==> src/rtl/uart_arb_pkg.sv <==
// Shared types and round-robin pick function for the UART TX arbiter.
package uart_arb_pkg;

  localparam int unsigned MAX_REQ = 8;
  localparam int unsigned LAST_W  = 3;

  typedef enum logic {IDLE, GRANT} arb_state_t;

  // Unused upper lanes must be zero; they are then skipped, so a mod-MAX_REQ
  // search visits the real requesters in the same order as a mod-NUM_REQ one.
  function automatic logic [MAX_REQ-1:0] rr_pick(input logic [MAX_REQ-1:0] valid,
                                                 input logic [LAST_W-1:0]  last);
    logic [MAX_REQ-1:0] pick;
    logic [LAST_W-1:0]  idx;
    pick = '0;
    for (int unsigned k = 1; k <= MAX_REQ; k++) begin
      idx = LAST_W'(32'(last) + k);
      if (pick == '0 && valid[idx]) pick[idx] = 1'b1;
    end
    return pick;
  endfunction

endpackage

==> src/rtl/uart_tx_arbiter_pick.sv <==
// Combinational round-robin rotate-and-priority-encode: one-hot pick plus its index.
module rr_priority_pick
  import uart_arb_pkg::*;
#(
  parameter  int unsigned NUM_REQ = 4,
  localparam int unsigned IDX_W   = (NUM_REQ > 1) ? $clog2(NUM_REQ) : 1
) (
  input  logic [NUM_REQ-1:0] valid,
  input  logic [IDX_W-1:0]   last,
  output logic [NUM_REQ-1:0] pick,
  output logic [IDX_W-1:0]   pick_idx
);

  assign pick = NUM_REQ'(rr_pick(MAX_REQ'(valid), LAST_W'(last)));

  always_comb begin
    pick_idx = '0;
    for (int unsigned i = 0; i < NUM_REQ; i++) begin
      if (pick[i]) pick_idx = IDX_W'(i);
    end
  end

endmodule

==> src/rtl/uart_tx_arbiter.sv <==
// Message-based round-robin arbiter feeding the UART TX FIFO write port.
// Optional stall-release timeout is built when UART_ARB_TIMEOUT_EN is defined.
module uart_tx_arbiter
  import uart_arb_pkg::*;
#(
  parameter  int unsigned NUM_REQ    = 4,
  parameter  int unsigned DATA_WIDTH = 8,
  parameter  int unsigned FIFO_DEPTH = 16,
  parameter  int unsigned TIMEOUT    = 64,
  localparam int unsigned CNT_W      = $clog2(FIFO_DEPTH) + 1,
  localparam int unsigned IDX_W      = (NUM_REQ > 1) ? $clog2(NUM_REQ) : 1
) (
  input  logic                          clk,
  input  logic                          rst,
  input  logic [NUM_REQ-1:0]            req_valid,
  input  logic [NUM_REQ*DATA_WIDTH-1:0] req_data,
  input  logic [NUM_REQ-1:0]            req_last,
  output logic [NUM_REQ-1:0]            req_ready,
  input  logic [CNT_W-1:0]              tx_fifo_cnt,
  output logic [DATA_WIDTH-1:0]         tx_din,
  output logic                          wr_uart,
  output logic [NUM_REQ-1:0]            grant,
  output logic                          busy,
  output logic                          timeout_evt
);

  arb_state_t              state_q, state_d;
  logic [NUM_REQ-1:0]      grant_q, grant_d;
  logic [IDX_W-1:0]        owner_q, owner_d;
  logic [IDX_W-1:0]        last_q, last_d;
  logic [DATA_WIDTH-1:0]   din_q, din_d;
  logic                    wr_q, wr_d;

  logic [NUM_REQ-1:0]      pick;
  logic [IDX_W-1:0]        pick_idx;
  logic                    own_valid, own_last, space, xfer, timeout_rel;
  logic [DATA_WIDTH-1:0]   own_byte;
  logic [CNT_W:0]          occ;

  rr_priority_pick #(.NUM_REQ(NUM_REQ)) u_pick (
    .valid    (req_valid),
    .last     (last_q),
    .pick     (pick),
    .pick_idx (pick_idx)
  );

  // Owner's lane selected through the one-hot grant.
  always_comb begin
    own_byte = '0;
    for (int unsigned i = 0; i < NUM_REQ; i++) begin
      if (grant_q[i]) own_byte = req_data[i*DATA_WIDTH +: DATA_WIDTH];
    end
  end

  assign own_valid = |(req_valid & grant_q);
  assign own_last  = |(req_last & grant_q);
  // Count the write still in flight so the FIFO never overfills.
  assign occ       = {1'b0, tx_fifo_cnt} + (CNT_W+1)'(wr_q);
  assign space     = occ < (CNT_W+1)'(FIFO_DEPTH);
  assign xfer      = (state_q == GRANT) && own_valid && space;
  assign req_ready = (state_q == GRANT && space) ? grant_q : '0;

`ifdef UART_ARB_TIMEOUT_EN
  localparam int unsigned TO_W = $clog2(TIMEOUT + 1);

  logic [TO_W-1:0] tcnt_q, tcnt_d;
  logic            evt_q;

  always_comb begin
    tcnt_d      = tcnt_q;
    timeout_rel = 1'b0;
    if (state_q == GRANT) begin
      if (xfer) begin
        tcnt_d = '0;
      end else if (!own_valid) begin
        if (tcnt_q == TO_W'(TIMEOUT - 1)) begin
          timeout_rel = 1'b1;
          tcnt_d      = '0;
        end else begin
          tcnt_d = tcnt_q + TO_W'(1);
        end
      end
    end
  end

  always_ff @(posedge clk) begin
    if (rst) begin
      tcnt_q <= '0;
      evt_q  <= 1'b0;
    end else begin
      tcnt_q <= tcnt_d;
      evt_q  <= timeout_rel;
    end
  end

  assign timeout_evt = evt_q;
`else
  // TIMEOUT has no effect without the stall-release counter.
  localparam logic TO_TIE = (TIMEOUT == 0) && 1'b0;

  assign timeout_rel = 1'b0;
  assign timeout_evt = TO_TIE;
`endif

  // Next-state and output register inputs.
  always_comb begin
    state_d = state_q;
    grant_d = grant_q;
    owner_d = owner_q;
    last_d  = last_q;
    din_d   = din_q;
    wr_d    = 1'b0;
    case (state_q)
      IDLE: begin
        if (|req_valid) begin
          state_d = GRANT;
          grant_d = pick;
          owner_d = pick_idx;
        end
      end
      GRANT: begin
        if (xfer) begin
          din_d = own_byte;
          wr_d  = 1'b1;
        end
        if ((xfer && own_last) || timeout_rel) begin
          last_d  = owner_q;
          grant_d = '0;
          state_d = IDLE;
        end
      end
      default: state_d = IDLE;
    endcase
  end

  always_ff @(posedge clk) begin
    if (rst) begin
      state_q <= IDLE;
      grant_q <= '0;
      owner_q <= '0;
      last_q  <= IDX_W'(NUM_REQ - 1);
      din_q   <= '0;
      wr_q    <= 1'b0;
    end else begin
      state_q <= state_d;
      grant_q <= grant_d;
      owner_q <= owner_d;
      last_q  <= last_d;
      din_q   <= din_d;
      wr_q    <= wr_d;
    end
  end

  assign grant   = grant_q;
  assign tx_din  = din_q;
  assign wr_uart = wr_q;
  assign busy    = (state_q == GRANT);

endmodule

==> config.mk <==
export PLATFORM = sky130hd
export DESIGN_NAME = uart_tx_arbiter
export DESIGN_NICKNAME = d
export VERILOG_FILES = /design/src/rtl/uart_arb_pkg.sv /design/src/rtl/uart_tx_arbiter_pick.sv /design/src/rtl/uart_tx_arbiter.sv
export SDC_FILE = /design/constraint.sdc
export NUM_CORES = 1
export LEC_CHECK = 0
export CORE_MARGIN = 3
export CORE_UTILIZATION = 40
export DETAILED_ROUTE_END_ITERATION = 8
export DONT_BUFFER_PORTS = 1
export PLACE_DENSITY = 0.66
export SYNTH_ARGS = -nofsm -noshare
export SYNTH_HDL_FRONTEND = slang
export SYNTH_SLANG_ARGS = --single-unit
==> constraint.sdc <==
create_clock -name clk -period 4.6 [get_ports clk]
set_input_delay 1.38 -clock clk [delete_from_list [all_inputs] [get_ports clk]]
set_output_delay 1.38 -clock clk [all_outputs]
set_load 0.02 [all_outputs]
# Word-level counts from Yosys, hierarchy flattened
# Index checks and enable logic that the tools add are counted.
[totals] elab_cells=133 output_inout_bits=19 reg_bits=18
[op_classes] n_mux=55 n_eq_ne=2 bitwise_logic=10 n_reduce_logical=34 n_addsub=9 n_lt_le_gt_ge=17
[op_table] operator="two-way mux 8 bit" count=11
[op_table] operator="zero test 8 bit" count=7
[op_table] operator="bitwise OR 8 bit" count=6
[op_table] operator="< comparator 3 x 4 -> 1 bit (second input constant)" count=8
[op_table] operator="binary-select mux 1 bit (select 3 bit)" count=8
[op_table] operator="demux 1 bit (select 3 bit)" count=8
[op_table] operator=">= comparator 3 x 1 -> 1 bit (second input constant)" count=8
[op_table] operator="two-way mux 1 bit" count=20
[op_table] operator="logical AND 1 bit" count=19
[op_table] operator="two-way mux 4 bit" count=4
[op_table] operator="adder 2 x 3 -> 3 bit (second input constant)" count=4
[op_table] operator="OR reduction 4 bit" count=3
[op_table] operator="AND 4 bit" count=2
[op_table] operator="one-hot mux 4 bit (2 select lines)" count=1
[op_table] operator="AND reduction 2 bit" count=4
[op_table] operator="adder 2 x 1 -> 3 bit (second input constant)" count=2
[op_table] operator="adder 2 x 2 -> 3 bit (second input constant)" count=2
[op_table] operator="adder 5 x 1 -> 6 bit" count=1
[op_table] operator="< comparator 6 x 5 -> 1 bit (second input constant)" count=1
[op_table] operator="two-way mux 2 bit" count=2
[op_table] operator="bitwise OR 4 bit" count=1
[op_table] operator="!= test 2 x 1 -> 1 bit (second input constant)" count=1
[op_table] operator="!= test 2 bit (second input constant)" count=1
[op_table] operator="one-hot mux 1 bit (2 select lines)" count=1
[op_table] operator="other kinds (2)" count=2

# Longest topological paths before layout
[depth] ltp_word=30 depth_mapped=15 mapped_depth_nobuf=12

# By module
# Synthesis repeated with hierarchy kept, for this count alone.
[hier_totals] hier_cells=272 area_unflattened_um2=2227.1
[by_module_without_submodules] mod="rr_priority_pick" cells_each=145 area_per_inst_um2=1181.1 seq_area_each_um2=0.0 instances=1
[by_module_without_submodules] mod="uart_tx_arbiter" cells_each=127 area_per_inst_um2=1046.0 seq_area_each_um2=360.3 instances=1

# Least setup slack after synthesis
# Ideal clock, no wire load.
[synth_timing] path_kind="input -> register" from="input port req_valid[3]" to="register grant_q[2], in the netlist grant[2]" setup_ps=63 n_path_buf=1 cell_stages=11 path_slack_ps=972 arrival_time_ps=3565 path_cell_list="buf_2 -> mux2i_2 -> a2bb2oi_4 -> o2111ai_2 -> a21o_4 -> mux2_4 -> a211oi_2 -> and2_1 -> a41oi_2 -> mux2_4 -> nor2_2"
[synth_between] elab_chain_cells=26
[synth_lines] element="start: declaration" line="uart_tx_arbiter.sv:15" source="input logic [NUM_REQ-1:0] req_valid,"
[synth_lines] element="binary-select mux 1 bit (select 3 bit)" line="uart_arb_pkg.sv:18" source="if (pick == '0 && valid[idx]) pick[idx] = 1'b1;"
[synth_lines] element="two-way mux 1 bit (not written as such)" line="uart_arb_pkg.sv:18"
[synth_lines] element="two-way mux 8 bit" line="uart_arb_pkg.sv:18"
[synth_lines] element="zero test 8 bit" line="uart_arb_pkg.sv:18"
[synth_lines] element="logical AND 1 bit" line="uart_arb_pkg.sv:18"
[synth_lines] element="two-way mux 8 bit" line="uart_arb_pkg.sv:18"
[synth_lines] element="zero test 8 bit" line="uart_arb_pkg.sv:18"
[synth_lines] element="logical AND 1 bit" line="uart_arb_pkg.sv:18"
[synth_lines] element="[10 not listed]"
[synth_lines] element="zero test 8 bit" line="uart_arb_pkg.sv:18"
[synth_lines] element="logical AND 1 bit" line="uart_arb_pkg.sv:18"
[synth_lines] element="two-way mux 8 bit" line="uart_arb_pkg.sv:18"
[synth_lines] element="zero test 8 bit" line="uart_arb_pkg.sv:18"
[synth_lines] element="logical AND 1 bit" line="uart_arb_pkg.sv:18"
[synth_lines] element="two-way mux 4 bit" line="uart_arb_pkg.sv:18"
[synth_lines] element="two-way mux 4 bit" line="uart_tx_arbiter.sv:115" source="if (|req_valid) begin"
[synth_lines] element="one-hot mux 4 bit (2 select lines)" line="uart_tx_arbiter.sv:113" source="case (state_q)"
[synth_lines] element="end signal: assignment" line="uart_tx_arbiter.sv:146" source="grant_q <= grant_d;"
[synth_lines] element="end: declaration" line="uart_tx_arbiter.sv:28" source="logic [NUM_REQ-1:0] grant_q, grant_d;"
# Parallel ways exist; a longest one is shown, timed or not. The select of a mux whose other input is x is not followed.
# A chain may end at the register's enable or synchronous reset.

# Worst setup path in the final report
[layout_timing] from="input port tx_fifo_cnt[2]" to="output port req_ready[0]"
[layout_between] elab_chain_cells=4
[layout_lines] element="start: declaration" line="uart_tx_arbiter.sv:19" source="input logic [CNT_W-1:0] tx_fifo_cnt,"
[layout_lines] element="adder 5 x 1 -> 6 bit" line="uart_tx_arbiter.sv:58" source="assign occ = {1'b0, tx_fifo_cnt} + (CNT_W+1)'(wr_q);"
[layout_lines] element="< comparator 6 x 5 -> 1 bit" line="uart_tx_arbiter.sv:59" source="assign space = occ < (CNT_W+1)'(FIFO_DEPTH);"
[layout_lines] element="logical AND 1 bit" line="uart_tx_arbiter.sv:61" source="assign req_ready = (state_q == GRANT && space) ? grant_q : '0;"
[layout_lines] element="two-way mux 4 bit" line="uart_tx_arbiter.sv:61"
[layout_lines] element="end: declaration" line="uart_tx_arbiter.sv:18" source="output logic [NUM_REQ-1:0] req_ready,"
# Every way passes these cells.

==> flow_summary_export.csv <==
group,metric,value,unit
clock_tree,cts.htree.levels,1,
sta,rsz0062_at_grt,"no",
sta,final.setup.tns,0,ps
power,combinationalPowerShare,0.328,
sta,period_share,0.8160,
sta,slew_viol_final,0,
placement,place_inst,283,
flow_run,maxCapViolCount,0,
detailed_routing,routed-via-count,1823,
synthesis,postSynthNetCount,303,
sta,finalClockSkew,2.630,ps
die,num_rows,24,
clock_tree,cts.repair_timing.setup_buffer_count,0,
setup_path,timing.critical_path.from_type,"primary input",
die,floorplan.die.width,74.75,um
synthesis,yosysSeqAreaShare,0.1906,
detailed_routing,routedWlPerCell,17.59,um
die,fp.dieArea,5588,sq um
detailed_routing,drt.antenna.violating_nets,0,
finish,diodes,0,
grt,antenna_found_initial,0,
sta,finalSetupViolCount,0,
setup_path,crit_arrival,2370,ps
synthesis,ranking_of_synthesized_cells_by_area,"sky130_fd_sc_hd__dfxtp_1 (19%), sky130_fd_sc_hd__nor2_1 (8.9%), sky130_fd_sc_hd__a21oi_1 (7.9%), sky130_fd_sc_hd__ha_1 (5.3%), sky130_fd_sc_hd__a22oi_1 (5.2%)",
setup_path,crit_path_end_kind,"output port",
finish,flow.area_growth_from_synthesis,2.052,%
power,p_sw,0.0001683,W
power,total_power_density_per_cell_area,244.8,nW/um^2
grt,globalRouteOverflowTotal,0,
clock_tree,cts_num_sinks,18,
grt,grt_max_degree,22,
die,core_area,4444,sq um
sta,finalHoldViolCount,0,
synthesis,yosys-top-cells-count,"sky130_fd_sc_hd__nor2_1 (45), sky130_fd_sc_hd__a21oi_1 (30), sky130_fd_sc_hd__dfxtp_1 (18), sky130_fd_sc_hd__a22oi_1 (13), sky130_fd_sc_hd__clkbuf_1 (10)",
synthesis,ys_seq_elements,18,
synthesis,netlist_area,1891,sq um
power,power.static_leakage,0.7251,nW
clock_tree,worst_skew_late_latency,250,ps
synthesis,yosys.cell_count.top_type,"sky130_fd_sc_hd__nor2_1",
placement,dp_hpwl,3.837,mm
synthesis,async_flop_share,0,
synthesis,post_synth_inst_count,248,
sta,minimum_period_implied_by_the_final_worst_setup_slack,3754,ps
finish,nNetsFinal,291,
grt,grtUsageTotal,0.1663,
synthesis,synth-edff-count,0,
setup_path,reg2reg_depth,12,
power,power.sequential.fraction,0.398,
sta,worstMarginPinSlew,866.3,ps
clock_tree,clock_tree.root_cell,"sky130_fd_sc_hd__clkbuf_8",
sta,rel_slew_slack,0.4217,
clock_tree,clock_path_buffers,2,
placement,numPortBuffers,0,
sta,max_freq,266.4,MHz
detailed_routing,detail_route.iter0.violations,244,
synthesis,netlist.top_cell.by_area,"sky130_fd_sc_hd__dfxtp_1",
clock_tree,tritoncts,"yes",
min_path,worst_hold_path_type,"flip-flop to flip-flop",
power,vdd_drop_max,0.0001538,V
setup_path,critical_path_peak_fanout,5,
grt,first_global_vias,1502,
die,ios,66,
synthesis,yosys_most_used_dff,"sky130_fd_sc_hd__dfxtp_1",
detailed_routing,avgViaCountPerCell,6.352,
detailed_routing,routed_wirelength,5.047,mm
power,internal-power,0.0003040,W
placement,gp_congestion,0.9368,
die,die-height,74.75,um
power,p_sw_frac,0.3563,
die,initial_cell_density_of_the_core,0.4254,
synthesis,yosysWarningCount,0,
grt,first_pass_grt_wire_length,7.555,mm
detailed_routing,drc,0,
clock_tree,ctsHoldBuffers,0,
power,p_clk_frac,0.274,
setup_path,setup.worst_path.class,"primary input to output port",
clock_tree,cts_inserted_buffers,3,
min_path,worst_hold_path.num_cells,2,
finish,stdcell_count,287,
clock_tree,number_of_instances_resized_during_post_cts_repair,0,
clock_tree,path_clk_slew,70,ps
synthesis,syn-mean-instance-area,7.623,sq um
finish,final_layout_size_suffix_gt1_frac,0.1532,
setup_path,cp_data_required_time,3220,ps
synthesis,post-synth-top-area-fraction,0.1906,
synthesis,synth_cell_types,60,
run_status,outcome,"completed",
detailed_routing,drt_pass1_iterations,4,
per-stage QoR:
step | setup WS, ps | area [sq um] | utilization | power, W | hold WS [ps]
6_report | 846.2 | 1929 | 0.4341 | 0.0004723 | 503.9
2_1_floorplan | 972.1 | 1891 | - | 0.0003195 | 478.1
3_5_place_dp | 852.8 | 1874 | 0.4217 | 0.0003417 | 489.5
5_1_grt | 605.7 | 1929 | 0.4341 | 0.0004996 | 544.6
3_3_place_gp | 812.1 | 1874 | 0.4217 | 0.0003420 | 509.9
4_1_cts | 847.1 | 1929 | 0.4341 | 0.0004722 | 503.7
state kept, by name (all words and copies together) (netlist names):
| signal | count |
|---|---|
| grant | 4 |
| busy | 1 |
| owner_q | 2 |
| wr_uart | 1 |
| last_q | 2 |
| tx_din | 8 |
worst paths after layout:
path | start | end | slack, ps
max | tx_fifo_cnt[2] | req_ready[0] | 850
min | owner_q[1] | owner_q[1] | 500
max reg2reg | last_q[1] | owner_q[0] | 870
min reg2reg | owner_q[1] | owner_q[1] | 500
cell usage in the layout (no fill, tap or decap), types with 3 or more instances in the layout:
cell                        n
sky130_fd_sc_hd__a21oi_1   30
sky130_fd_sc_hd__ha_1       8
sky130_fd_sc_hd__nand3_1    9
sky130_fd_sc_hd__mux2_2     4
sky130_fd_sc_hd__inv_1      7
sky130_fd_sc_hd__a22oi_1   13
sky130_fd_sc_hd__a31oi_1    5
sky130_fd_sc_hd__nor2_1    45
sky130_fd_sc_hd__or3_1      3
sky130_fd_sc_hd__clkbuf_8   4
sky130_fd_sc_hd__a211oi_2   4
sky130_fd_sc_hd__and2_1     7
sky130_fd_sc_hd__nand2_1    9
sky130_fd_sc_hd__a211oi_1   4
sky130_fd_sc_hd__nand4_1    6
sky130_fd_sc_hd__dfxtp_1   18
sky130_fd_sc_hd__and3_1     3
sky130_fd_sc_hd__mux2_4     3
per-layer routing:
layer | vias up | global-route usage | share of wire | wire length, um
met2 | 82 | 0.2380 | 0.45 | 2269
met3 | 2 | 0.03071 | 0.081 | 409
met1 | 842 | 0.2652 | 0.47 | 2352
met5 | - | 0 | 0 | 0
met4 | 0 | 0.01581 | 0.0030 | 15
li1 | 897 | - | - | -
cell families (layout without fill, tap and decap cells):
logic type / count (synthesis) / count (layout) / share of synthesized area
and+or+nand+nor: 99 / 99 / 0.2541
muxes: 11 / 11 / 0.08404
buffers and inverters: 26 / 13 / 0.06486
adders and majority gates: 8 / 8 / 0.05295
other: 1 / 1 / 0.001984
AOI/OAI and AO/OA: 85 / 85 / 0.3514
DFF: 18 / 18 / 0.1906
worst max-delay path, stage by stage:
cell and delay (ps):
sky130_fd_sc_hd__and3_1 150, sky130_fd_sc_hd__a311oi_1 500, sky130_fd_sc_hd__and2_1 340
power by group through the flow:
| stage | sequential, W | clock (W) | combinational [W] |
|---|---|---|---|
| after floorplan | 0.000183 | 0 | 0.000136 |
| after global placement | 0.000191 | 0 | 0.000151 |
| after detailed placement | 0.000191 | 0 | 0.000150 |
| after CTS | 0.000188 | 0.000132 | 0.000152 |
| after global routing | 0.000190 | 0.000140 | 0.000170 |
| final | 0.000188 | 0.000129 | 0.000155 |
cell type report:
class	instances	area (sq um)
well taps	52	65.06
inverters	7	26.28
clock buffers	4	55.05
fillers	461	2515
flip-flops and latches	18	360.3
multi-input cells	204	1408
repair buffers	2	15.01
Note: power is estimated with default switching activity, not from simulation.
